File: src/rtl/baud_cfg_ctrl_pkg.sv
// =============================================================================
// Module : baud_cfg_ctrl_pkg
// Desc   : Shared UART baud-configuration types, field positions and defaults.
// Rev    : 1.0
// =============================================================================
`default_nettype none

package baud_cfg_ctrl_pkg;

    typedef enum logic [2:0] {
        ST_OFF   = 3'd0,
        ST_RUN   = 3'd1,
        ST_DRAIN = 3'd2,
        ST_HOLD  = 3'd3,
        ST_LOAD  = 3'd4
    } state_t;

    // Nibble positions inside the compensation bytes
    localparam int c_NIB_HI_MSB = 7;
    localparam int c_NIB_HI_LSB = 4;
    localparam int c_NIB_LO_MSB = 3;
    localparam int c_NIB_LO_LSB = 0;

    localparam logic [12:0] c_DEF_ACQ_PERIOD = 13'd43;
    localparam logic [7:0]  c_DEF_POS_COMP   = 8'h71;
    localparam logic [7:0]  c_DEF_NEG_COMP   = 8'h70;
    localparam logic [7:0]  c_DEF_BYTE_COMP  = 8'h48;
    localparam logic [12:0] c_MIN_ACQ_PERIOD = 13'd4;
    localparam logic [3:0]  c_CYCLE_BITS     = 4'd12;

endpackage

`default_nettype wire

File: src/rtl/baud_cfg_check.sv
// =============================================================================
// Module : baud_cfg_check
// Desc   : Combinational legality checker for a baud generator configuration.
// Rev    : 1.0
// =============================================================================
`default_nettype none

module baud_cfg_check
    import baud_cfg_ctrl_pkg::*;
#(
    parameter logic [12:0] MIN_ACQ_PERIOD = c_MIN_ACQ_PERIOD,
    parameter logic [3:0]  CYCLE_BITS     = c_CYCLE_BITS
) (
    input  logic [12:0] acqPeriod,
    input  logic [7:0]  posComp,
    input  logic [7:0]  negComp,
    input  logic [7:0]  byteComp,
    output logic        acqOk,
    output logic        byteOk,
    output logic        compOk,
    output logic        legal
);

    logic [4:0] w_nibSum;

    // Five-bit sum so a 15+15 request cannot wrap onto a legal value
    assign w_nibSum = {1'b0, byteComp[c_NIB_HI_MSB:c_NIB_HI_LSB]}
                    + {1'b0, byteComp[c_NIB_LO_MSB:c_NIB_LO_LSB]};

    assign acqOk  = (acqPeriod >= MIN_ACQ_PERIOD);
    assign byteOk = (w_nibSum == {1'b0, CYCLE_BITS});
    assign compOk = (posComp[c_NIB_HI_MSB:c_NIB_HI_LSB] != 4'd0)
                 && (negComp[c_NIB_HI_MSB:c_NIB_HI_LSB] != 4'd0);
    assign legal  = acqOk && byteOk && compOk;

endmodule

`default_nettype wire

File: src/rtl/baud_cfg_ctrl.sv
// =============================================================================
// Module : baud_cfg_ctrl
// Desc   : Accepts, checks and applies baud generator configurations at byte
//          boundaries, gating the generator off across each update.
// Rev    : 1.0
// =============================================================================
`default_nettype none

module baud_cfg_ctrl
    import baud_cfg_ctrl_pkg::*;
#(
    parameter logic [12:0] DEF_ACQ_PERIOD = c_DEF_ACQ_PERIOD,
    parameter logic [7:0]  DEF_POS_COMP   = c_DEF_POS_COMP,
    parameter logic [7:0]  DEF_NEG_COMP   = c_DEF_NEG_COMP,
    parameter logic [7:0]  DEF_BYTE_COMP  = c_DEF_BYTE_COMP,
    parameter logic [12:0] MIN_ACQ_PERIOD = c_MIN_ACQ_PERIOD,
    parameter logic [3:0]  CYCLE_BITS     = c_CYCLE_BITS,
    parameter int unsigned GAP_CYCLES     = 4
) (
    input  logic        clk,
    input  logic        rst,
    input  logic        cfg_valid_i,
    output logic        cfg_ready_o,
    input  logic [12:0] cfg_acq_period_i,
    input  logic [7:0]  cfg_pos_comp_i,
    input  logic [7:0]  cfg_neg_comp_i,
    input  logic [7:0]  cfg_byte_comp_i,
    input  logic        tx_req_i,
    input  logic        rx_req_i,
    input  logic        tx_busy_i,
    input  logic        rx_busy_i,
    output logic [12:0] AcqPeriod_o,
    output logic [7:0]  PosCompensation_o,
    output logic [7:0]  NegCompensation_o,
    output logic [7:0]  ByteCompensation_o,
    output logic        BaudEn_o,
    output logic        cfg_err_o,
    output logic        cfg_pend_o
);

    localparam int unsigned       c_GAP_W    = (GAP_CYCLES > 1) ? $clog2(GAP_CYCLES) : 1;
    localparam logic [c_GAP_W-1:0] c_GAP_LAST = c_GAP_W'(GAP_CYCLES - 1);

    logic w_legal;
    logic w_acqOk;
    logic w_byteOk;
    logic w_compOk;
    logic w_accept;
    logic w_reject;
    logic w_need;
    logic w_busy;

    state_t             r_state;
    logic [c_GAP_W-1:0] r_gapCnt;
    logic               r_pending;
    logic               r_ready;
    logic               r_err;
    logic               r_baudEn;
    logic [12:0]        r_shAcq;
    logic [7:0]         r_shPos;
    logic [7:0]         r_shNeg;
    logic [7:0]         r_shByte;
    logic [12:0]        r_acq;
    logic [7:0]         r_pos;
    logic [7:0]         r_neg;
    logic [7:0]         r_byte;

    baud_cfg_check #(
        .MIN_ACQ_PERIOD (MIN_ACQ_PERIOD),
        .CYCLE_BITS     (CYCLE_BITS)
    ) u_check (
        .acqPeriod (cfg_acq_period_i),
        .posComp   (cfg_pos_comp_i),
        .negComp   (cfg_neg_comp_i),
        .byteComp  (cfg_byte_comp_i),
        .acqOk     (w_acqOk),
        .byteOk    (w_byteOk),
        .compOk    (w_compOk),
        .legal     (w_legal)
    );

    assign w_accept = cfg_valid_i && r_ready && w_legal;
    assign w_reject = cfg_valid_i && r_ready && !w_legal;
    assign w_need   = tx_req_i | rx_req_i;
    assign w_busy   = tx_busy_i | rx_busy_i;

    always_ff @(posedge clk) begin
        if (rst) begin
            r_state   <= ST_OFF;
            r_gapCnt  <= '0;
            r_pending <= 1'b0;
            r_ready   <= 1'b1;
            r_err     <= 1'b0;
            r_baudEn  <= 1'b0;
            r_shAcq   <= DEF_ACQ_PERIOD;
            r_shPos   <= DEF_POS_COMP;
            r_shNeg   <= DEF_NEG_COMP;
            r_shByte  <= DEF_BYTE_COMP;
            r_acq     <= DEF_ACQ_PERIOD;
            r_pos     <= DEF_POS_COMP;
            r_neg     <= DEF_NEG_COMP;
            r_byte    <= DEF_BYTE_COMP;
        end else begin
            r_err <= w_reject;
            if (w_accept) begin
                r_pending <= 1'b1;
                r_shAcq   <= cfg_acq_period_i;
                r_shPos   <= cfg_pos_comp_i;
                r_shNeg   <= cfg_neg_comp_i;
                r_shByte  <= cfg_byte_comp_i;
            end
            // Entering LOAD always has pending set, so ready only depends on pending
            r_ready <= !(r_pending || w_accept);

            case (r_state)
                ST_OFF: begin
                    if (r_pending) begin
                        r_state  <= ST_HOLD;
                        r_gapCnt <= '0;
                    end else if (w_need) begin
                        r_state  <= ST_RUN;
                        r_baudEn <= 1'b1;
                    end
                end
                ST_RUN: begin
                    if (r_pending) begin
                        r_state <= ST_DRAIN;
                    end else if (!w_need && !w_busy) begin
                        r_state  <= ST_OFF;
                        r_baudEn <= 1'b0;
                    end
                end
                ST_DRAIN: begin
                    if (!w_busy) begin
                        r_state  <= ST_HOLD;
                        r_gapCnt <= '0;
                        r_baudEn <= 1'b0;
                    end
                end
                ST_HOLD: begin
                    if (r_gapCnt == c_GAP_LAST) begin
                        r_state  <= ST_LOAD;
                        r_gapCnt <= '0;
                    end else begin
                        r_gapCnt <= r_gapCnt + c_GAP_W'(1);
                    end
                end
                ST_LOAD: begin
                    r_acq     <= r_shAcq;
                    r_pos     <= r_shPos;
                    r_neg     <= r_shNeg;
                    r_byte    <= r_shByte;
                    r_pending <= 1'b0;
                    r_ready   <= 1'b1;
                    r_state   <= w_need ? ST_RUN : ST_OFF;
                    r_baudEn  <= w_need;
                end
                default: begin
                    r_state  <= ST_OFF;
                    r_baudEn <= 1'b0;
                end
            endcase
        end
    end

    assign cfg_ready_o        = r_ready;
    assign cfg_err_o          = r_err;
    assign cfg_pend_o         = r_pending;
    assign BaudEn_o           = r_baudEn;
    assign AcqPeriod_o        = r_acq;
    assign PosCompensation_o  = r_pos;
    assign NegCompensation_o  = r_neg;
    assign ByteCompensation_o = r_byte;

endmodule

`default_nettype wire

File: config.mk
export PLATFORM = sky130hd
export DESIGN_NAME = baud_cfg_ctrl
export DESIGN_NICKNAME = d
export VERILOG_FILES = /design/src/rtl/baud_cfg_ctrl_pkg.sv /design/src/rtl/baud_cfg_check.sv /design/src/rtl/baud_cfg_ctrl.sv
export SDC_FILE = /design/constraint.sdc
export NUM_CORES = 1
export LEC_CHECK = 0
export BUFFER_PORTS_ARGS = -buffer_cell sky130_fd_sc_hd__buf_4
export CORE_MARGIN = 1.5
export CORE_UTILIZATION = 40
export DETAILED_ROUTE_END_ITERATION = 6
export PLACE_DENSITY = 0.74
export SLEW_MARGIN = 0
export SYNTH_ARGS = -nofsm -noshare
export SYNTH_HDL_FRONTEND = slang
export SYNTH_SLANG_ARGS = --single-unit
File: constraint.sdc
create_clock -name clk -period 5 [get_ports clk]
set_clock_uncertainty 0.2 [all_clocks]
set_input_delay 0.75 -clock clk [delete_from_list [all_inputs] [get_ports clk]]
set_output_delay 0.75 -clock clk [all_outputs]
set_load 0.1 [all_outputs]
---- Word-level counts from Yosys, hierarchy flattened ----
Cells that the tools add are included.
storage, ports and cells
  memory bits (read-only) ................. 0
  bits in latches ......................... 0
  memories kept ........................... 0
  memory bits (writable) .................. 0
  logic and storage cells ................. 73
  register bits ........................... 83
operators by class
  reductions and logical operators ........ 20
  $add $sub $neg .......................... 2
  multiply operators ...................... 0
  order comparisons ....................... 1
  shift-type cells ........................ 0
  muxes and demuxes ....................... 18
  div/mod/pow operators ................... 0
  bitwise logic cells ..................... 3
  equal/unequal tests ..................... 15
operator list
  cell                                                                 count
  two-way mux 3 bit                                                    6
  one-hot mux 3 bit (5 select lines)                                   1
  inequality test 2 bit (second input constant)                        7
  greater-or-equal comparator 13 x 3 -> 1 bit (second input constant)  1
  nonzero test 4 bit                                                   2
  logical AND 1 bit                                                    7
  == test 3 x 2 -> 1 bit (second input constant)                       2
  two-way mux 1 bit                                                    6
  two-way mux 2 bit                                                    3
  inequality test 3 bit (second input constant)                        2
  one-hot mux 2 bit (3 select lines)                                   1
  AND reduction 6 bit                                                  1
  adder 4 x 4 -> 5 bit                                                 1
  == test 5 x 4 -> 1 bit (second input constant)                       1
  one-hot mux 1 bit (5 select lines)                                   1
  logical NOT 1 bit                                                    4
  AND reduction 4 bit                                                  1
  == test 3 x 1 -> 1 bit (second input constant)                       1
  == test 3 bit (second input constant)                                1
  logical NOT 3 bit                                                    1
  AND reduction 3 bit                                                  1
  nonzero test 3 bit                                                   1
  adder 2 x 1 -> 2 bit (second input constant)                         1
  == test 2 bit (second input constant)                                1
  other kinds (4)                                                      5

---- Logic depth before layout (Yosys ltp) ----
Gate-level depths: netlist of the first run.
  depth after elaboration ................. 7
  mapped depth ............................ 8
  depth with buffers taken out ............ 6

---- Modules after synthesis ----
A second synthesis of the first run with hierarchy kept.
unflattened totals
  cell total of the unflattened synthesis .. 398
  area total of the unflattened synthesis .. 3,214.3 um2
by module, submodules not included
  module          instances  cells an instance  area each (um2)  sequential area each (um2)
  baud_cfg_ctrl   1          378                3,046.7          1,661.6
  baud_cfg_check  1          20                 167.7            0.0

---- Worst setup path after synthesis of the first run ----
OpenSTA, ideal clock, no wires.
  kind .................................... input -> register
  start point ............................. in cfg_byte_comp_i[0]
  end point ............................... reg r_shAcq[0]
  path buffers ............................ 2
  setup slack ............................. 2,138 ps
  data required time ...................... 4,728 ps
  library setup time ...................... 72 ps
  data arrival time ....................... 2,591 ps
  stages .................................. 8
  path through ............................ ha_1 fa_1 nor3_1 nand4_1 nor4_2 buf_6 buf_8 mux2i_1
on the way
  word-level cells in the longest chain between the ends .. 5
ends and longest elaborated chain
  item                            line                  text
  start, declared                 baud_cfg_ctrl.sv:27   input logic [7:0] cfg_byte_comp_i,
  adder 4 x 4 -> 5 bit            baud_cfg_check.sv:28  + {1'b0, byteComp[c_NIB_LO_MSB:c_NIB_LO_LSB]};
  == test 5 x 4 -> 1 bit          baud_cfg_check.sv:31  assign byteOk = (w_nibSum == {1'b0, CYCLE_BITS});
  logical AND 1 bit (2 in a row)  baud_cfg_check.sv:34  assign legal = acqOk && byteOk && compOk;
  logical AND 1 bit               baud_cfg_ctrl.sv:82   assign w_accept = cfg_valid_i && r_ready && w_legal;
  end signal, assigned            baud_cfg_ctrl.sv:107  r_shAcq <= cfg_acq_period_i;
  end, declared                   baud_cfg_ctrl.sv:59   logic [12:0] r_shAcq;
No other way between the ends.
A chain may end at the register's enable or synchronous reset.

---- Worst setup path after layout of the first run ----
  start point ............................. in cfg_byte_comp_i[0]
  end point ............................... reg r_shByte[2]
on the way
  word-level cells in the longest chain between the ends .. 5
ends and longest elaborated chain
  item                            line                  text
  adder 4 x 4 -> 5 bit            baud_cfg_check.sv:28
  == test 5 x 4 -> 1 bit          baud_cfg_check.sv:31
  logical AND 1 bit (2 in a row)  baud_cfg_check.sv:34
  logical AND 1 bit               baud_cfg_ctrl.sv:82
  end signal, assigned            baud_cfg_ctrl.sv:110  r_shByte <= cfg_byte_comp_i;
  end, declared                   baud_cfg_ctrl.sv:62   logic [7:0] r_shByte;
No other way between the ends.

==> results.sh, run 1 <==
export IMPL_outcome="completed"
export IMPL_finalWorstPathRequiredPeriod_ns=2.840
export IMPL_vdd_ir_drop_max_mv=0.1673
export IMPL_synth_seq_area_share=0.4753
export IMPL_root_buffer="sky130_fd_sc_hd__clkbuf_8"
export IMPL_final_setup_viol_count=0
export IMPL_top_cells_by_area_in_the_synthesized_netlist="sky130_fd_sc_hd__dfxtp_1 48%, sky130_fd_sc_hd__mux2i_1 11%, sky130_fd_sc_hd__nand2b_1 8.8%"
export IMPL_detailed_place_hpwl_um=5272
export IMPL_globalRouteOverflowTotal=0
export IMPL_syn_area_um2=3496
export IMPL_yosys_area_top_type_share=0.4753
export IMPL_nets=517
export IMPL_p_leak_nw=1.732
export IMPL_timing_fmax_mhz=352.2
export IMPL_cts_repair_resized=0
export IMPL_hold_worst_slack_ns=0.2583
export IMPL_gp_congestion=0.8678
export IMPL_synth_most_common_cell="sky130_fd_sc_hd__dfxtp_1"
export IMPL_critPathRequiredTime_ns=5.07
export IMPL_htree_num_levels=3
export IMPL_global_route_wire_length_before_repair_um=12060
export IMPL_grt_max_degree=121
export IMPL_compound_gate_fraction_of_synth_area=0.06764
export IMPL_initial_utilization=0.4191
export IMPL_fin_crit_sh=0.5679
export IMPL_die_height_um=96.49
export IMPL_synth_simple_gate_area_frac=0.2763
export IMPL_num_io_pins=85
export IMPL_worst_slew_pin_transition_ns=0.9544
export IMPL_drive_gt1_frac=0.2267
export IMPL_reg2reg_setup_slack_ns=2.82
export IMPL_hold_depth=2
export IMPL_worst_path_most_repeated_cell="sky130_fd_sc_hd__buf_4"
export IMPL_synth_top_flop_cell="sky130_fd_sc_hd__dfxtp_1"
export IMPL_worstRegToRegCells=5
export IMPL_final_max_slew_viol_count=0
export IMPL_floorplan_die_area_um2=9309
export IMPL_placementRows=33
export IMPL_clock_sinks=83
export IMPL_grt_antenna_before_repair=0
export IMPL_max_slew_margin_rel=0.3637
export IMPL_detail_route_vias_per_cell=4.945
export IMPL_rsz0062_at_grt="no"
export IMPL_port_buffers=84
export IMPL_crit_path_dat_ns=2.91
export IMPL_tritoncts_num_buffers=9
export IMPL_yosys_area_share_adder=0.02362
export IMPL_track_usage=0.1701
export IMPL_worst_setup_path_end_kind="flop"
export IMPL_vias=2853
export IMPL_clk_insertion_delay_late_ns=0.35
export IMPL_cp_cell_sequence="buf_4 -> ha_1 -> fa_1 -> nor3_1 -> nand4_1 -> nor4_4 -> buf_4 -> mux2i_1"
export IMPL_first_global_vias=2627
export IMPL_hold_end="ByteCompensation_o[2]"
export IMPL_synth_cell_type_count=38
export IMPL_critical_path_n_buffers_inverters=2
export IMPL_iteration_0_drc_markers=108
export IMPL_power_density_nw_per_um2=315.0
export IMPL_critical_path_top_delay_family="simple AND/OR/NAND/NOR gates"
export IMPL_cts_hold_buf=0
export IMPL_r2r_start="r_state[2]"
export IMPL_holdCritStartpoint="ByteCompensation_o[2]"
export IMPL_syn_num_nets=445
export IMPL_synthesis_area_per_instance_um2=8.850
export IMPL_detail_route_antenna_nets=0
export IMPL_netlist_instances=395
export IMPL_core_region_area_um2=8341
export IMPL_drt_wirelength_per_cell_um=13.20
export IMPL_worst_min_delay_path_class="reg2reg"
export IMPL_detailedRoute_firstPassIterationCount=5
export IMPL_number_of_synthesized_flops_with_an_enable_pin=0
export IMPL_tns_ns=0
export IMPL_yosys_area_share_xor_xnor=0.002505
export IMPL_drv_cap=0
export IMPL_postSynth_asyncResetShare=0
export IMPL_critical_path_slowest_cell="sky130_fd_sc_hd__fa_1"
export IMPL_ys_warn_count=0
export IMPL_yosys_register_bits=83
export IMPL_hold_viol=0
export IMPL_clk_pin_slew_ns=0.08
export IMPL_area_growth_syn_to_fin_pct=26.20
export IMPL_routed_wirelength_um=7618
export IMPL_ctsLongestPathBuffers=2
export IMPL_worstPathMaxFanout=18
export IMPL_crit_cells=8
export IMPL_yosysTopAreaCell="sky130_fd_sc_hd__dfxtp_1"
export IMPL_largest_family_of_logic_cells_by_synthesized_area="simple AND/OR/NAND/NOR gates"
export IMPL_clock_tree_from_tritoncts="done"
export IMPL_synth_mux_area_fraction=0.1149
export IMPL_post_synth_most_frequent_cells="83 x sky130_fd_sc_hd__dfxtp_1, 77 x sky130_fd_sc_hd__nand2_1, 49 x sky130_fd_sc_hd__nand2b_1"
export IMPL_antenna_cells_inserted=0
export IMPL_drc=0
export IMPL_floorplan_die_width_um=96.49
export IMPL_worst_setup_path_start_kind="input pin"
export IMPL_number_of_setup_buffers_added_after_cts=0
export IMPL_largest_stage_delay_on_the_critical_path_ns=0.45
export IMPL_r2r_end="ByteCompensation_o[7]"
export IMPL_timing_setup_critical_path_class="in2reg"
[area by class of cell]
| class | count | area, µm² |
|---|---|---|
| Clock buffer | 10 | 127.6 |
| Multi-Input combinational cell | 283 | 1709 |
| Fill cell | 803 | 3929 |
| Clock inverter | 6 | 113.9 |
| Inverter | 2 | 7.507 |
| Sequential cell | 83 | 1662 |
| Timing Repair Buffer | 88 | 660.6 |
| Tap cell | 105 | 131.4 |
[tightest hold or removal path, delay by kind of cell (launching register included)]
kind               cells  cell delay (ns)
and+or+nand+nor        1             0.05
AOI/OAI and AO/OA      1             0.05
DFF                    1             0.31
[worst max path at each step]
stage / start / end / slack, ns
global route: cfg_byte_comp_i[0] / r_shByte[2] / 2.03
floorplan: cfg_byte_comp_i[0] / r_shAcq[0] / 2.14
finish: cfg_byte_comp_i[0] / r_shByte[2] / 2.16
global placement: cfg_byte_comp_i[0] / r_shAcq[5] / 1.92
detailed placement: cfg_byte_comp_i[0] / r_shPos[4] / 1.81
CTS: cfg_byte_comp_i[0] / r_shPos[4] / 2.17
[power breakdown]
part / leakage (nW) / internal [W] / switching (W)
sequential: 0.671 / 0.000672 / 0.0000106
clock: 0.113 / 0.000333 / 0.000245
combinational: 0.948 / 0.0000609 / 0.0000693
[per-stage QoR]
step | std cells | total power [W] | setup slack, ns | cell area (µm²) | util
6_report | 577 | 0.001390 | 2.160 | 4412 | 0.5290
5_1_grt | 577 | 0.001444 | 2.032 | 4412 | 0.5290
4_1_cts | 577 | 0.001403 | 2.174 | 4412 | 0.5290
3_5_place_dp | 561 | 0.0008272 | 1.812 | 4170 | 0.5000
3_3_place_gp | 561 | 0.0008247 | 1.916 | 4170 | 0.5000
2_1_floorplan | 395 | 0.0007796 | 2.138 | 3496 | -
[cell usage in the layout, fill, tap and decap left out, types with 2 or more instances in the layout]
| cell type | n |
|---|---|
| sky130_fd_sc_hd__buf_4 | 88 |
| sky130_fd_sc_hd__dfxtp_1 | 83 |
| sky130_fd_sc_hd__nand2_1 | 77 |
| sky130_fd_sc_hd__nand2b_1 | 49 |
| sky130_fd_sc_hd__mux2i_1 | 39 |
| sky130_fd_sc_hd__nor2_1 | 35 |
| sky130_fd_sc_hd__a21oi_1 | 27 |
| sky130_fd_sc_hd__nand3b_1 | 13 |
| sky130_fd_sc_hd__clkbuf_8 | 9 |
| sky130_fd_sc_hd__nor3_1 | 6 |
| sky130_fd_sc_hd__ha_1 | 5 |
| sky130_fd_sc_hd__nor4_1 | 4 |
| sky130_fd_sc_hd__or4_1 | 3 |
| sky130_fd_sc_hd__bufinv_16 | 3 |
| sky130_fd_sc_hd__and3_1 | 2 |
| sky130_fd_sc_hd__o21ai_0 | 2 |
| sky130_fd_sc_hd__inv_1 | 2 |
| sky130_fd_sc_hd__nor2b_1 | 2 |
| sky130_fd_sc_hd__a2111oi_0 | 2 |
| sky130_fd_sc_hd__clkinvlp_4 | 2 |
[metal layers]
layer,part of all wire,vias up,track usage
met3,0.052,11,0.04225
met4,0.014,0,0.06884
li1,-,1454,-
met2,0.45,74,0.2704
met1,0.48,1314,0.2201
met5,0,-,0
[registers in the layout, summed over array words and instances (netlist names)]
| register | count |
|---|---|
| cfg_pend_o | 1 |
| r_shNeg | 8 |
| BaudEn_o | 1 |
| r_shByte | 8 |
| NegCompensation_o | 8 |
| PosCompensation_o | 8 |
| ByteCompensation_o | 8 |
| cfg_ready_o | 1 |
| r_shAcq | 13 |
| AcqPeriod_o | 13 |
| r_gapCnt | 2 |
| cfg_err_o | 1 |
| r_shPos | 8 |
| r_state | 3 |
[cell families (layout without fill, tap and decap cells)]
group | count (synthesis) | after routing
AOI/OAI and AO/OA | 40 | 40
DFF | 83 | 83
muxes | 40 | 40
xor gates and xnor gates | 1 | 1
and+or+nand+nor | 196 | 196
adders and majority gates | 6 | 6
buffers and inverters | 29 | 106
Note: power is estimated with default switching activity, not from simulation.
==> run 2: changes to the inputs <==
PLACE_DENSITY = 0.76   (was 0.74)
clock period = 2.57 ns   (was 5 ns; I/O delays follow)
==> run 2 against run 1 <==
Against the previous run:
- utilization is 1.0 points higher
- clock power is 99% higher
- global-route usage is 0.88 points higher
- via count is 2.0% higher
- combinational power is 100% higher
- sequential cell count stayed put
- first-iteration DRC count is 1.9% higher
- cell area is 1.9% higher
- worst hold slack worse by 0.16 ns
- critical path depth stayed put
- highest routed layer unchanged
==> results.sh, run 2 (synthesis gave the netlist of run 1 again) <==
export IMPL_outcome="completed"
export IMPL_num_io_pins=85
export IMPL_power_density_nw_per_um2=609.8
export IMPL_drv_cap=0
export IMPL_worst_setup_path_end_kind="flop"
export IMPL_track_usage=0.1789
export IMPL_p_leak_nw=1.781
export IMPL_seq_area_um2=1662
export IMPL_rsz0062_at_grt="no"
export IMPL_detailedRoute_firstPassIterationCount=4
export IMPL_nets=524
export IMPL_detailed_place_hpwl_um=5720
export IMPL_clock_sinks=83
export IMPL_root_buffer="sky130_fd_sc_hd__clkbuf_8"
export IMPL_final_setup_viol_count=0
export IMPL_worst_slew_pin_transition_ns=0.5418
export IMPL_routed_wirelength_um=7833
export IMPL_tritoncts_num_buffers=9
export IMPL_die_height_um=96.49
export IMPL_first_global_vias=2664
export IMPL_grt_max_degree=63
export IMPL_antenna_cells_inserted=0
export IMPL_worstPathMaxFanout=20
export IMPL_gp_congestion=0.8580
export IMPL_seqPwrFrac=0.484
export IMPL_ctsLongestPathBuffers=2
export IMPL_floorplan_die_area_um2=9309
export IMPL_drive_gt1_frac=0.2385
export IMPL_initial_utilization=0.4191
export IMPL_globalRouteOverflowTotal=0
export IMPL_placedInstanceArea_um2=4248
export IMPL_power_clock_fraction=0.420
export IMPL_power_switching_w=0.0006171
export IMPL_detail_route_vias_per_cell=4.991
export IMPL_vdd_ir_drop_max_mv=0.3040
export IMPL_worst_min_delay_path_class="in2reg"
export IMPL_grt_antenna_before_repair=0
export IMPL_num_fill_cells=774
export IMPL_floorplan_die_width_um=96.49
export IMPL_core_region_area_um2=8341
export IMPL_max_slew_margin_rel=0.6388
export IMPL_clock_tree_from_tritoncts="done"
export IMPL_most_common_library_cell_in_the_layout_ignoring_fill_and_taps="sky130_fd_sc_hd__buf_4"
export IMPL_power_report_internal_total_w=0.002125
export IMPL_cts_hold_buf=0
export IMPL_tns_ns=0
export IMPL_area_growth_syn_to_fin_pct=28.63
export IMPL_final_max_slew_viol_count=0
export IMPL_multiInputGateArea_um2=1709
export IMPL_vias=2910
export IMPL_final_area_um2=4497
export IMPL_drc=0
export IMPL_clk_pin_slew_ns=0.08
export IMPL_timing_setup_critical_path_class="in2reg"
export IMPL_timing_fmax_mhz=416.6
export IMPL_netSwitchingFraction=0.2250
export IMPL_critPathRequiredTime_ns=2.65
export IMPL_drt_wirelength_per_cell_um=13.44
export IMPL_iteration_0_drc_markers=110
export IMPL_finalWorstPathRequiredPeriod_ns=2.400
export IMPL_worst_setup_path_start_kind="input pin"
export IMPL_fin_crit_sh=0.9340
export IMPL_cts_repair_resized=0
export IMPL_layout_common_cells="93 x sky130_fd_sc_hd__buf_4, 83 x sky130_fd_sc_hd__dfxtp_1, 77 x sky130_fd_sc_hd__nand2_1, 49 x sky130_fd_sc_hd__nand2b_1, 39 x sky130_fd_sc_hd__mux2i_1"
export IMPL_hold_viol=0
export IMPL_global_route_wire_length_before_repair_um=12680
export IMPL_crit_path_dat_ns=2.48
export IMPL_port_buffers=84
export IMPL_detail_route_antenna_nets=0
export IMPL_clk_insertion_delay_late_ns=0.35
export IMPL_placementRows=33
export IMPL_p_comb_frac=0.096
export IMPL_htree_num_levels=3
==> run 2: cell count changes in the layout (fill, tap and decap cells not counted), sizes merged <==
cell and change:
clkinvlp -1, clkbuf +1, clkinv -1, buf +7
==> run 2: worst paths after layout <==
path / startpoint / endpoint / slack, ns / cells past startpoint
worst max-delay path: cfg_byte_comp_i[0] / r_shNeg[2] / 0.17 / 8
worst min-delay path: cfg_pos_comp_i[0] / r_shPos[0] / 0.1 / 3
worst max register to register: r_state[2] / PosCompensation_o[7] / 0.81 / 5
worst min register to register: r_shByte[0] / ByteCompensation_o[0] / 0.25 / 2
==> run 2: metrics by stage <==
step	total power [W]	utilization	instances	worst slack [ns]	hold slack (ns)
after floorplan	0.001517	-	395	0.07235	0.2323
after global placement	0.001614	0.5093	568	-0.1559	0.2415
after detailed placement	0.001621	0.5093	568	-0.2617	0.2476
after CTS	0.002761	0.5392	583	0.08785	0.09239
after global routing	0.002833	0.5392	583	0.04294	0.09967
final	0.002742	0.5392	583	0.1696	0.09615
==> run 2: critical path: stages <==
cell                      delay, ns
sky130_fd_sc_hd__buf_4         0.11
sky130_fd_sc_hd__ha_1          0.23
sky130_fd_sc_hd__fa_1          0.43
sky130_fd_sc_hd__nor3_1        0.21
sky130_fd_sc_hd__nand4_1       0.20
sky130_fd_sc_hd__nor4_4        0.44
sky130_fd_sc_hd__buf_12        0.25
sky130_fd_sc_hd__mux2i_1       0.21
==> run 2: what timing repair did <==
item / in CTS / in global routing
endpoints found under the setup margin: 0 / 9
endpoints found under the hold margin: 0 / 0
buffers inserted: 0 / 0
==> run 2: power by group through the flow <==
stage / registers (W) / clock network [W] / logic (W)
after floorplan: 0.00138 / 0 / 0.000136
after global placement: 0.00136 / 0 / 0.000258
after detailed placement: 0.00136 / 0 / 0.000264
after CTS: 0.00133 / 0.00117 / 0.000265
after global routing: 0.00133 / 0.00122 / 0.000284
final: 0.00133 / 0.00115 / 0.000263
==> run 2: layout make-up <==
type | count | area share
Inverter | 2 | 0.001669
Clock inverter | 4 | 0.02170
Clock buffer | 11 | 0.03367
Tap cell | 105 | 0.02922
Sequential cell | 83 | 0.3695
Timing Repair Buffer | 95 | 0.1642
Multi-Input combinational cell | 283 | 0.3801
==> run 2: per-layer routing <==
metal	GRT usage	wire length [µm]	up-vias
met5	0	0	-
met4	0.07246	158	0
met3	0.04225	502	13
met2	0.2797	3501	91
met1	0.2368	3670	1342
li1	-	-	1464
